<file path="config.mk">
export PLATFORM = sky130hd
export DESIGN_NAME = if_fetch_unit
export DESIGN_NICKNAME = d
export VERILOG_FILES = /design/src/rtl/pcpu_pkg.sv /design/src/rtl/if_hold_buffer.sv /design/src/rtl/if_fetch_unit.sv
export SDC_FILE = /design/constraint.sdc
export NUM_CORES = 1
export LEC_CHECK = 0
export ABC_CLOCK_PERIOD_IN_PS = 9270
export CELL_PAD_IN_SITES_DETAIL_PLACEMENT = 1
export CELL_PAD_IN_SITES_GLOBAL_PLACEMENT = 1
export CORE_UTILIZATION = 30
export CTS_BUF_LIST = sky130_fd_sc_hd__clkbuf_4 sky130_fd_sc_hd__clkbuf_8
export DETAILED_ROUTE_END_ITERATION = 10
export GPL_TIMING_DRIVEN = 1
export PLACE_DENSITY_LB_ADDON = 0.1
export SETUP_SLACK_MARGIN = 0.3
export SLEW_MARGIN = 20
export SYNTH_ARGS = -nofsm -noshare
export SYNTH_HDL_FRONTEND = slang
export SYNTH_HIERARCHICAL = 1
export SYNTH_SLANG_ARGS = --single-unit
</file>
<file path="constraint.sdc">
create_clock -name clk -period 9.27 [get_ports clk]
set_input_delay 2.781 -clock clk [delete_from_list [all_inputs] [get_ports clk]]
set_output_delay 2.781 -clock clk [all_outputs]
set_load 0.02 [all_outputs]
</file>
<file path="src/rtl/pcpu_pkg.sv">
// Shared definitions for the pipelined CPU: fetch state encoding and
// fetch-path constants.
package pcpu_pkg;

  typedef enum logic [1:0] {
    IDLE = 2'd0,
    REQ  = 2'd1,
    HOLD = 2'd2,
    DROP = 2'd3
  } fetch_state_t;

  localparam logic [31:0] NOP_INSTR  = 32'h0000_0000;
  localparam logic [31:0] PC_INC     = 32'd4;
  localparam logic [31:0] ALIGN_MASK = 32'hFFFF_FFFC;

endpackage

</file>
<file path="src/rtl/if_hold_buffer.sv">
// One-entry {npc, instr} buffer that parks a fetched word while the
// pipeline is stalled.
module if_hold_buffer #(
  parameter int ADDR_W = 32
) (
  input  logic              clk,
  input  logic              rst,
  input  logic              load,
  input  logic              clear,
  input  logic [ADDR_W-1:0] load_npc,
  input  logic [31:0]       load_instr,
  output logic              valid,
  output logic [ADDR_W-1:0] npc,
  output logic [31:0]       instr
);

  always_ff @(posedge clk or posedge rst) begin
    if (rst) begin
      valid <= 1'b0;
    end else if (load) begin
      valid <= 1'b1;
    end else if (clear) begin
      valid <= 1'b0;
    end
  end

  // NOTE: only the valid flag is reset; the payload is qualified by valid,
  // so its registers carry no reset and can map to plain flops.
  always_ff @(posedge clk) begin
    if (load) begin
      npc   <= load_npc;
      instr <= load_instr;
    end
  end

endmodule

</file>
<file path="src/rtl/if_fetch_unit.sv">
// Instruction-fetch stage: owns the PC, drives the variable-latency
// instruction memory and hands {NPC, instruction} to IF/ID.
module if_fetch_unit
  import pcpu_pkg::*;
#(
  parameter int                ADDR_W   = 32,
  parameter logic [ADDR_W-1:0] RESET_PC = '0
) (
  input  logic              clk,
  input  logic              rst,
  input  logic              pc_write,
  input  logic              redirect_valid,
  input  logic [ADDR_W-1:0] redirect_pc,
  output logic              imem_req,
  output logic [ADDR_W-1:0] imem_addr,
  input  logic              imem_ack,
  input  logic [31:0]       imem_rdata,
  output logic [ADDR_W-1:0] npc_if_o,
  output logic [31:0]       instr_if_o,
  output logic              if_valid_o
);

  fetch_state_t      state, state_next;
  logic [ADDR_W-1:0] pc, pc_next;
  logic [ADDR_W-1:0] pc_inc;
  logic [ADDR_W-1:0] redirect_target;
  logic [ADDR_W-1:0] drop_addr;
  logic              drop_load;
  logic              hold_load, hold_clear, hold_valid;
  logic [ADDR_W-1:0] hold_npc;
  logic [31:0]       hold_instr;

  assign pc_inc          = pc + ADDR_W'(PC_INC);
  assign redirect_target = redirect_pc & ADDR_W'(ALIGN_MASK);

  // A request abandoned by a redirect keeps its address on the bus until
  // its ack, so the PC can move on independently.
  assign imem_addr = (state == DROP) ? drop_addr : pc;

  if_hold_buffer #(.ADDR_W(ADDR_W)) u_hold (
    .clk       (clk),
    .rst       (rst),
    .load      (hold_load),
    .clear     (hold_clear),
    .load_npc  (pc_inc),
    .load_instr(imem_rdata),
    .valid     (hold_valid),
    .npc       (hold_npc),
    .instr     (hold_instr)
  );

  // NOTE: sequential state uses non-blocking assignments so every register
  // samples the pre-edge values regardless of statement order.
  always_ff @(posedge clk or posedge rst) begin
    if (rst) begin
      state     <= IDLE;
      pc        <= RESET_PC;
      drop_addr <= RESET_PC;
    end else begin
      state <= state_next;
      pc    <= pc_next;
      if (drop_load) drop_addr <= pc;
    end
  end

  always_comb begin
    // NOTE: every output gets a default before the case so no path leaves
    // a variable unassigned, which would infer a latch.
    state_next = state;
    pc_next    = pc;
    imem_req   = 1'b0;
    if_valid_o = 1'b0;
    npc_if_o   = '0;
    instr_if_o = NOP_INSTR;
    hold_load  = 1'b0;
    hold_clear = 1'b0;
    drop_load  = 1'b0;

    case (state)
      IDLE: begin
        state_next = REQ;
        if (redirect_valid) pc_next = redirect_target;
      end

      REQ: begin
        imem_req = 1'b1;
        if (redirect_valid) begin
          pc_next = redirect_target;
          if (!imem_ack) begin
            state_next = DROP;
            drop_load  = 1'b1;
          end
        end else if (imem_ack) begin
          pc_next = pc_inc;
          if (pc_write) begin
            if_valid_o = 1'b1;
            npc_if_o   = pc_inc;
            instr_if_o = imem_rdata;
          end else begin
            hold_load  = 1'b1;
            state_next = HOLD;
          end
        end
      end

      HOLD: begin
        if (redirect_valid) begin
          pc_next    = redirect_target;
          hold_clear = 1'b1;
          state_next = REQ;
        end else if (pc_write) begin
          if (hold_valid) begin
            if_valid_o = 1'b1;
            npc_if_o   = hold_npc;
            instr_if_o = hold_instr;
          end
          hold_clear = 1'b1;
          state_next = REQ;
        end
      end

      DROP: begin
        imem_req = 1'b1;
        if (redirect_valid) pc_next = redirect_target;
        if (imem_ack) state_next = REQ;
      end

      default: state_next = IDLE;
    endcase
  end

endmodule

</file>
-- Word-level counts from Yosys, hierarchy flattened
Index checks and enable logic that the tools add are counted.
Widths: inputs -> output; s select.
- register bits after elaboration: 131
- output and inout bits: 98
- add/subtract/negate cells: 1
- eq/ne operators: 9
- mux-type cells: 46
- reductions and logical operators: 6
- operator list (cell ; number):
    $mux 32 ; 16
    $pmux 32 s2 ; 3
    $add 32x3->32 const B ; 1
    $mux 1 ; 18
    $mux 2 ; 7
    $ne 3x3->1 const B ; 4
    $pmux 2 s4 ; 1
    $reduce_and 5->1 ; 1
    $eq 2x2->1 const B ; 2
    $reduce_or 3->1 ; 1
    $eq 2x1->1 const B ; 1
    $logic_not 2->1 ; 1
    $ne 2x1->1 const B ; 1
    $ne 2x2->1 const B ; 1
    $pmux 1 s2 ; 1
    $reduce_and 2->1 ; 1
    $reduce_bool 2->1 ; 1
    $reduce_or 2->1 ; 1

-- Longest topological paths before layout
Gate-level depths: netlist of run 1.
- depth after elaboration: 5
- gate-level depth with buffers: 9
- mapped depth without buffers: 7

-- Modules after synthesis
Netlist of run 1, hierarchy kept.
- by module, submodules not included (module ; instances ; cells each ; area an instance (um2) ; seq. area each (um2)):
    if_fetch_unit ; 1 ; 485 ; 4524.3 ; 1551.5
    if_hold_buffer ; 1 ; 68 ; 1961.9 ; 1946.9

-- Least setup slack after synthesis of run 1
No wires, ideal clock.
- kind: in2reg
- start: input port imem_ack
- end: register u_hold.instr[0] (enable)
- library setup time: 567 ps
- arrival time: 7655 ps
- setup slack: 1049 ps
- stages on the path: 3
- cells stage by stage: nand2_1 clkbuf_1 nor3_1
- cells in the longest elaborated chain, start to end: 3
- RTL lines (what ; RTL line ; RTL):
    start: declaration ; if_fetch_unit.sv:16 ; input logic imem_ack,
    $mux 1 ; if_fetch_unit.sv:93 ; end else if (imem_ack) begin
    $mux 1 ; if_fetch_unit.sv:87 ; if (redirect_valid) begin
    $mux 1 ; if_fetch_unit.sv:79 ; case (state)
    named net hold_load ; if_fetch_unit.sv:29 ; logic hold_load, hold_clear, hold_valid;
    end signal: assignment ; if_hold_buffer.sv:32 ; instr <= load_instr;
    end: declaration ; if_hold_buffer.sv:14 ; output logic [31:0] instr
The timed path passes the listed nets, and every way through them passes these cells.
A chain may end at the register's enable or synchronous reset.

-- Final worst setup path of run 1
- start: input port pc_write
- end: output port npc_if_o[3]
- cells in the longest elaborated chain, start to end: 4
- elaborated cells between the ends (all ways): 6
- those cells by class: 6 x mux
- RTL lines (what ; RTL line ; RTL):
    start: declaration ; if_fetch_unit.sv:11 ; input logic pc_write,
    $mux 32 ; if_fetch_unit.sv:95 ; if (pc_write) begin
    $mux 32 ; if_fetch_unit.sv:93 ;
    $mux 32 ; if_fetch_unit.sv:87 ;
    $pmux 32 s2 * ; if_fetch_unit.sv:79 ;
    end: declaration ; if_fetch_unit.sv:18 ; output logic [ADDR_W-1:0] npc_if_o,
Mark *: on every way between the ends. The rest lies on a longest branch, timed or not.

==> metrics.yaml, run 1 <==
outcome:
  outcome: "finished clean"
yosys:
  ys_ff_latch: 127
  async_flop_share_pct: 49.6
  ys_warn_count: 6
  synth_edf_count: 64
  synth_fa_ha_area_share_pct: 0.772
  syn_area_per_cell_um2: 11.7
  syn_area_um2: 6490
  post_synth_num_cell_types: 43
  synthMuxAreaShare_pct: 9.88
  synthFlopType: "edfxtp_1"
  ys_seq_area_share_pct: 53.9
  synth_xor_area_share_pct: 7.70
  yosys.area_share.simple_pct: 11.3
  syn_inst: 553
  synth_compound_area_share_pct: 11.9
  synth_top_family_by_area: "compound AO/OA/AOI/OAI gates"
route:
  drt_iter0_drc: 160
  ant_nets: 0
  dr.pass1.iters: 4
  drt-total-wl_um: 18300
  drc: 0
  wl_per_cell_um: 18.6
  vias_per_cell: 4.91
  vias: 4809
global_routing:
  grt_pass1_wl_um: 28400
  grt_start_max_net_pins: 68
  grt_pass1_vias: 5102
  antenna_found_initial: 0
  track_usage_pct: 16.9
  grt_overflow: 0
final_layout:
  drive_above_1_share_pct: 16.3
  finalNetCount: 765
  final_cells: 980
  n_antenna_cell: 0
  area_growth_pct: 34.6
  design_area_um2: 8730
floorplan:
  start_util_pct: 30.8
  row_count: 53
  die_w_um: 149
  coreArea_um2: 21100
  io_pins: 167
  die_area_um2: 22200
  chipHeight_um: 149
clocking:
  hold_buffers: 0
  cts_buffers: 17
  root_buffer: "clkbuf_8"
  clk_latency_ns: 0.44
  postCtsResizedCells: 0
  postCtsSetupRepairBufs: 0
  cts.htree.levels: 4
  cts_tree: "done"
  cts_sinks: 127
  cts_buffer_depth: 2
  clkTransAtPathRegs_ns: 0.09
timing:
  period_share_pct: 86.2
  setup_ws_ns: 1.28
  hold_viol_final: 0
  max_freq_mhz: 125
  rsz0062_at_grt: "false"
  tns_ns: 0
  fin_crit_ns: 7.99
  slew_violations: 0
  finalSetupViolCount: 0
  clock_skew_ns: 0.0142
  worst_slew_pin_slew_ns: 0.889
  max-slew-margin-rel_pct: 40.7
place:
  dp_hpwl_um: 12600
  dp_slack_ns: 1.28
  dp_cells: 948
  placed_area_um2: 8310
  io_buffers: 162
  place_congestion: 0.761
worst_setup_path:
  critPathCaptureType: "output port"
  crit_path_frequent_cell: "clkdlybuf4s50_1"
  critPathMaxStageDelay_ns: 0.63
  timing.rr.start: "state[1]$_DFFE_PP0P_"
  cp.required_ns: 6.49
  worst-endpoint-arrival_ns: 5.21
  rr_endpoint: "u_hold/instr[20]$_DFFE_PP_"
  critPathMaxFanout: 47
  critical_path_class: "input pin to output port"
  start_kind: "input pin"
  worstPathCellList: "clkdlybuf4s50_1 > inv_1 > nor3_1 > and3_2 > buf_12 > a22o_1 > clkdlybuf4s50_1"
  cpMaxStageDelayCell: "clkdlybuf4s50_1"
  r2r_slack_ns: 6.26
  cp.buffers_inverters: 4
  path_delay_family: "buffers and inverters"
  ff2ff_path_depth: 6
flow_run:
  cap_violations: 0
pwr:
  ir_worst_vdd_mv: 0.108
  total_power_mw: 2.00
  cellLeakagePower_nw: 3.18
  p_per_area_nw_per_um2: 229
min_path:
  hold_class: "register to register"
  whs_endpoint: "u_hold/valid$_DFFE_PP0P_"
  hold_depth: 1
  worstHoldStart: "u_hold/valid$_DFFE_PP0P_"
## metrics by stage
step / hold slack (ns) / util (%)
global placement: 0.462 / 39.4
global route: 0.502 / 41.4
CTS: 0.491 / 41.4
floorplan: 0.441 / -
finish: 0.487 / 41.4
detailed placement: 0.461 / 39.4
## routing by layer
layer	GRT usage [%]	wire, um	part of all wire [%]
met2	27.1	8530	47
met3	3.94	881	4.8
met5	0	0	0
met4	4.18	104	0.57
met1	22.9	8750	48
## layout make-up
cell class	count	area (um2)
clock buffers	17	234
clock inverters	15	185
fillers	2296	12400
inverters	9	33.8
multi-input cells	365	2730
flip-flops and latches	127	3500
well taps	275	344
repair buffers	172	1700
## worst register-to-register path: cells and delay by family, from the launching register on
kind | cells | cell delay, ns
buffers and inverters | 3 | 1.10
adder cells (fa/ha/maj) | 1 | 0.28
flip-flops | 1 | 0.43
AND/OR/NAND/NOR | 2 | 0.81
## kinds of logic (layout without fill, tap and decap cells)
kind of cell	count (synthesis)	after routing
buffers and inverters	64	213
AOI/OAI and AO/OA	103	103
DFF	127	127
muxes	57	57
xor gates and xnor gates	57	57
other	1	4
adders and majority gates	4	4
and+or+nand+nor	140	140
## layout by cell type (no fill, tap or decap), types with 5 or more instances in the layout
cell type          n
nor3_1            13
inv_1              8
nand2_1           54
and4_1             5
xor2_1            23
clkdlybuf4s50_1  161
nor2_1            16
dfrtp_1           63
nand3_1           12
clkbuf_8          17
o21ai_0           31
a22o_1            62
xnor2_1           34
nand4_1           11
buf_4              9
edfxtp_1          64
mux2_2            56
## sequential cells by signal, summed over array words and instances (netlist names)
register / cells
pc: 30
state: 2
u_hold/instr: 32
u_hold/npc: 32
u_hold/valid: 1
drop_addr: 30
## power breakdown
| part | internal (mW) | leakage [nW] | switching (mW) |
|---|---|---|---|
| Sequential | 0.701 | 1.35 | 0.0679 |
| Clock | 0.270 | 0.207 | 0.244 |
| Combinational | 0.359 | 1.62 | 0.358 |
## synthesized netlist by cell type (4+ instances only)
cell	n	area [um2]
buf_4	7	52.6
nand4_1	11	68.8
clkbuf_1	35	131
mux2_2	56	631
nand2_1	54	203
nor3_1	14	70.1
xnor2_1	34	298
o21ai_0	31	155
xor2_1	23	201
nand3_1	12	60.1
dfrtp_1	63	1580
and4_1	5	43.8
inv_1	9	33.8
nor4_1	5	31.3
buf_2	12	60.1
ha_1	4	50.1
a22o_1	62	543
nor2_1	16	60.1
edfxtp_1	64	1920
## how the worst max path moves through the flow
stage | cells after the start | slack, ns | start | end
floorplan | 3 | 1.05 | imem_ack | u_hold/instr[0]$_DFFE_PP_
detailed placement | 7 | 1.28 | pc_write | npc_if_o[2]
global route | 7 | 1.12 | pc_write | instr_if_o[11]
global placement | 7 | 1.27 | pc_write | npc_if_o[4]
CTS | 7 | 1.27 | pc_write | npc_if_o[2]
finish | 7 | 1.28 | pc_write | npc_if_o[3]
Power figures use the tool's default switching activity.
==> inputs of run 2 (changes only) <==
==> constraint.sdc (replaced) <==
create_clock -name clk -period 9.27 [get_ports clk]
set_input_delay 2.781 -clock clk [delete_from_list [all_inputs] [get_ports clk]]
set_output_delay 2.781 -clock clk [all_outputs]
set_load 0.01 [all_outputs]
==> metrics.yaml, run 2 (same netlist as run 1, synthesis figures left out) <==
worst_setup_path:
  critPathMaxStageDelay_ns: 0.59
  critPathMaxFanout: 50
  r2r_slack_ns: 6.33
  start_kind: "input pin"
  worstPathCellList: "clkdlybuf4s50_1 > nand2_1 > buf_4 > nor4_4 > buf_4 > a22o_1 > clkdlybuf4s50_1"
  cpMaxStageDelayCell: "clkdlybuf4s50_1"
  path_delay_family: "buffers and inverters"
  cp.required_ns: 6.49
  critical_path_class: "input pin to output port"
  worst-endpoint-arrival_ns: 5.24
  critPathCaptureType: "output port"
  cp.buffers_inverters: 4
timing:
  max_freq_mhz: 125
  worst_slew_pin_slew_ns: 0.903
  fin_crit_ns: 8.02
  tns_ns: 0
  rsz0062_at_grt: "false"
  hold_viol_final: 0
  max-slew-margin-rel_pct: 39.8
  slew_violations: 0
  setup_ws_ns: 1.25
  clock_skew_ns: 0.00860
  finalSetupViolCount: 0
  period_share_pct: 86.6
route:
  met2WireLength_um: 8310
  dr_wl_met3_um: 874
  m1WireLength_um: 8810
  ant_nets: 0
  drc: 0
  drt_iter0_drc: 148
  vias_per_cell: 4.91
  drt-total-wl_um: 18100
  vias: 4815
  top_layer: "met4"
  wl_per_cell_um: 18.5
  dr.pass1.iters: 4
clocking:
  cts.htree.levels: 4
  cts_sinks: 127
  postCtsSetupRepairBufs: 0
  clkTransAtPathRegs_ns: 0.07
  postCtsResizedCells: 0
  root_buffer: "clkbuf_8"
  clk_latency_ns: 0.43
  hold_buffers: 0
  cts_buffers: 17
  cts_tree: "done"
  cts_buffer_depth: 2
pwr:
  total_power_mw: 1.87
  pwr-share-comb_pct: 34.5
  p_per_area_nw_per_um2: 216
  internal_power_mw: 1.29
  p_sw_share_pct: 30.8
  power.switching_mw: 0.576
  ir_worst_vdd_mv: 0.0988
  clkPwrFrac_pct: 24.4
  power_frac_seq_pct: 41.1
  cellLeakagePower_nw: 3.15
final_layout:
  top_regs: "u_hold/instr x32, u_hold/npc x32"
  n_antenna_cell: 0
  post-route-util_pct: 41.2
  layout_common_cells: "clkdlybuf4s50_1 (161), edfxtp_1 (64), dfrtp_1 (63)"
  final_cells: 980
  finalNetCount: 765
  drive_above_1_share_pct: 15.6
  area_growth_pct: 33.8
  layout_commonest_cell: "clkdlybuf4s50_1"
global_routing:
  track_usage_pct: 16.8
  grt_start_max_net_pins: 63
  antenna_found_initial: 0
  grt_pass1_vias: 5014
  grt_pass1_wl_um: 28300
  grt_overflow: 0
min_path:
  hold_class: "register to register"
place:
  io_buffers: 162
  dp_cells: 948
  dp_slack_ns: 1.25
  place_congestion: 0.737
  dp_hpwl_um: 12500
floorplan:
  row_count: 53
  die_area_um2: 22200
  io_pins: 167
  coreArea_um2: 21100
  start_util_pct: 30.8
  die_w_um: 149
  chipHeight_um: 149
outcome:
  outcome: "finished clean"
flow_run:
  cap_violations: 0
==> run 2: cell count changes in the layout (fill, tap and decap cells not counted), sizes merged <==
cell | previous run | this run
bufinv | 3 | 2
clkbuf | 17 | 18
clkinv | 6 | 9
clkinvlp | 2 | 3
inv | 13 | 9
==> run 2: through the flow <==
stage                     hold WS, ns  cell area (um2)
after CTS                       0.493             8680
after floorplan                 0.441             6500
after global routing            0.517             8680
final                           0.486             8680
after global placement          0.463             8310
after detailed placement        0.478             8310
==> run 2: worst min-delay path, cell delays in order (launching register included) <==
cell	delay (ns)
dfrtp_1	0.35
nand2_1	0.05
o21ai_0	0.06
==> run 2: layout make-up <==
cell class	count	area (um2)
fill	2270	12400
timing repair buffer	172	1700
clock inverter	14	125
tap	275	344
multi-input combinational	365	2730
clock buffer	18	241
sequential	127	3500
inverter	9	33.8
==> run 2: final timing paths <==
| check | endpoint | start | depth (start not counted) |
|---|---|---|---|
| max in group asynchronous | pc[22]$_DFFE_PP0P_ | rst | 3 |
| min in group asynchronous | u_hold/valid$_DFFE_PP0P_ | rst | 2 |
| worst max register to register | u_hold/npc[13]$_DFFE_PP_ | state[1]$_DFFE_PP0P_ | 6 |
| worst min-delay path | drop_addr[14]$_DFFE_PP0P_ | drop_addr[14]$_DFFE_PP0P_ | 2 |
| worst max-delay path | npc_if_o[2] | imem_ack | 7 |
| worst min register to register | drop_addr[14]$_DFFE_PP0P_ | drop_addr[14]$_DFFE_PP0P_ | 2 |
==> run 2: routing by layer <==
| layer | global-route usage, % | vias to the layer above |
|---|---|---|
| li1 | - | 2278 |
| met1 | 22.9 | 2392 |
| met2 | 26.7 | 135 |
| met3 | 3.64 | 10 |
| met4 | 4.44 | 0 |
| met5 | 0 | - |
==> run 2: power by group through the flow <==
stage,clock (mW),sequential [mW],combinational [mW]
after CTS,0.475,0.769,0.660
after floorplan,0,0.749,0.379
after global placement,0,0.773,0.645
final,0.457,0.768,0.645
after detailed placement,0,0.781,0.657
after global routing,0.496,0.785,0.698
==> inputs of run 3 (changes only) <==
Settings changed: PLACE_DENSITY set to 0.72, PLACE_DENSITY_LB_ADDON 0.1 to unset.
==> metrics.yaml, run 3 (same netlist as run 1, synthesis figures left out) <==
outcome:
  outcome: "finished clean"
worst_setup_path:
  worstPathCellList: "clkdlybuf4s50_1 > inv_1 > nor3_1 > and3_2 > buf_12 > a22o_1 > clkdlybuf4s50_1"
  crit_path_frequent_cell: "clkdlybuf4s50_1"
  cp.required_ns: 6.49
  cp.buffers_inverters: 4
  critPathMaxFanout: 43
  cpMaxStageDelayCell: "and3_2"
  path_delay_family: "buffers and inverters"
  critical_path_class: "input pin to output port"
  worst-endpoint-arrival_ns: 5.28
  critPathMaxStageDelay_ns: 0.57
  start_kind: "input pin"
  r2r_slack_ns: 6.68
  critPathCaptureType: "output port"
place:
  io_buffers: 162
  dp_hpwl_um: 13100
  place_congestion: 0.785
global_routing:
  grt_pass1_wl_um: 29400
  track_usage_pct: 17.5
  antenna_found_initial: 1
  grt_start_max_net_pins: 68
  grt_overflow: 0
  grt_pass1_vias: 5193
route:
  drt-total-wl_um: 18600
  vias_per_cell: 5.00
  ant_nets: 0
  wl_per_cell_um: 19.0
  vias: 4907
  drc: 0
  dr.pass1.iters: 4
  drt_iter0_drc: 246
final_layout:
  fillers: 2282
  layout_commonest_cell: "clkdlybuf4s50_1"
  regArea_um2: 3500
  area_growth_pct: 33.8
  n_antenna_cell: 0
  layout_common_cells: "clkdlybuf4s50_1 (161), edfxtp_1 (64), dfrtp_1 (63)"
  post-route-util_pct: 41.1
  multi_input_area_um2: 2730
  finalNetCount: 766
  drive_above_1_share_pct: 16.1
  top_regs: "u_hold/instr x32, u_hold/npc x32"
clocking:
  hold_buffers: 0
  postCtsSetupRepairBufs: 0
  clkTransAtPathRegs_ns: 0.07
  cts_buffer_depth: 2
  clk_latency_ns: 0.47
  cts_sinks: 127
  cts_tree: "done"
  cts.htree.levels: 4
  cts_buffers: 17
  postCtsResizedCells: 0
  root_buffer: "clkbuf_8"
min_path:
  hold_class: "register to register"
timing:
  hold_viol_final: 0
  fin_crit_ns: 8.07
  rsz0062_at_grt: "false"
  clock_skew_ns: 0.0172
  period_share_pct: 87.0
  max-slew-margin-rel_pct: 43.1
  slew_violations: 0
  worst_slew_pin_slew_ns: 0.854
  tns_ns: 0
  finalSetupViolCount: 0
  max_freq_mhz: 124
floorplan:
  io_pins: 167
  coreArea_um2: 21100
  die_w_um: 149
  die_area_um2: 22200
  row_count: 53
  chipHeight_um: 149
  start_util_pct: 30.8
pwr:
  total_power_mw: 1.87
  ir_worst_vdd_mv: 0.0939
  cellLeakagePower_nw: 3.15
  p_per_area_nw_per_um2: 216
flow_run:
  cap_violations: 0
run 3: area by class of cell:
class,count,share of cell area [%]
clock inverter,15,1.41
clock buffer,17,2.70
sequential,127,40.3
inverter,9,0.389
timing repair buffer,173,19.7
multi-input combinational,365,31.5
tap,275,3.97
run 3: path summary, 6_finish.rpt:
check / start / end / cells after the start
max in group asynchronous: rst / pc[14]$_DFFE_PP0P_ / 3
max: pc_write / instr_if_o[13] / 7
min reg2reg: u_hold/valid$_DFFE_PP0P_ / u_hold/valid$_DFFE_PP0P_ / 1
min in group asynchronous: rst / u_hold/valid$_DFFE_PP0P_ / 2
min: u_hold/valid$_DFFE_PP0P_ / u_hold/valid$_DFFE_PP0P_ / 1
max reg2reg: state[1]$_DFFE_PP0P_ / pc[29]$_DFFE_PP0P_ / 7
run 3: per-layer routing:
metal,vias up,wire (um),GRT usage [%]
li1,2283,-,-
met1,2464,8400,22.5
met2,142,8900,29.1
met3,18,1090,4.43
met4,0,200,4.69
met5,-,0,0
run 3: where the power goes:
group | total (mW) | switching [mW] | internal [mW]
combinational | 0.653 | 0.294 | 0.359
clock | 0.448 | 0.239 | 0.209
sequential | 0.770 | 0.0688 | 0.701
run 3: through the flow:
step	setup WS, ns	cells	area [um2]	hold WS (ns)
finish	1.20	981	8680	0.477
global route	1.08	981	8680	0.497
CTS	1.19	981	8680	0.486
detailed placement	1.20	949	8320	0.466
global placement	1.31	949	8320	0.462
floorplan	1.05	556	6500	0.441
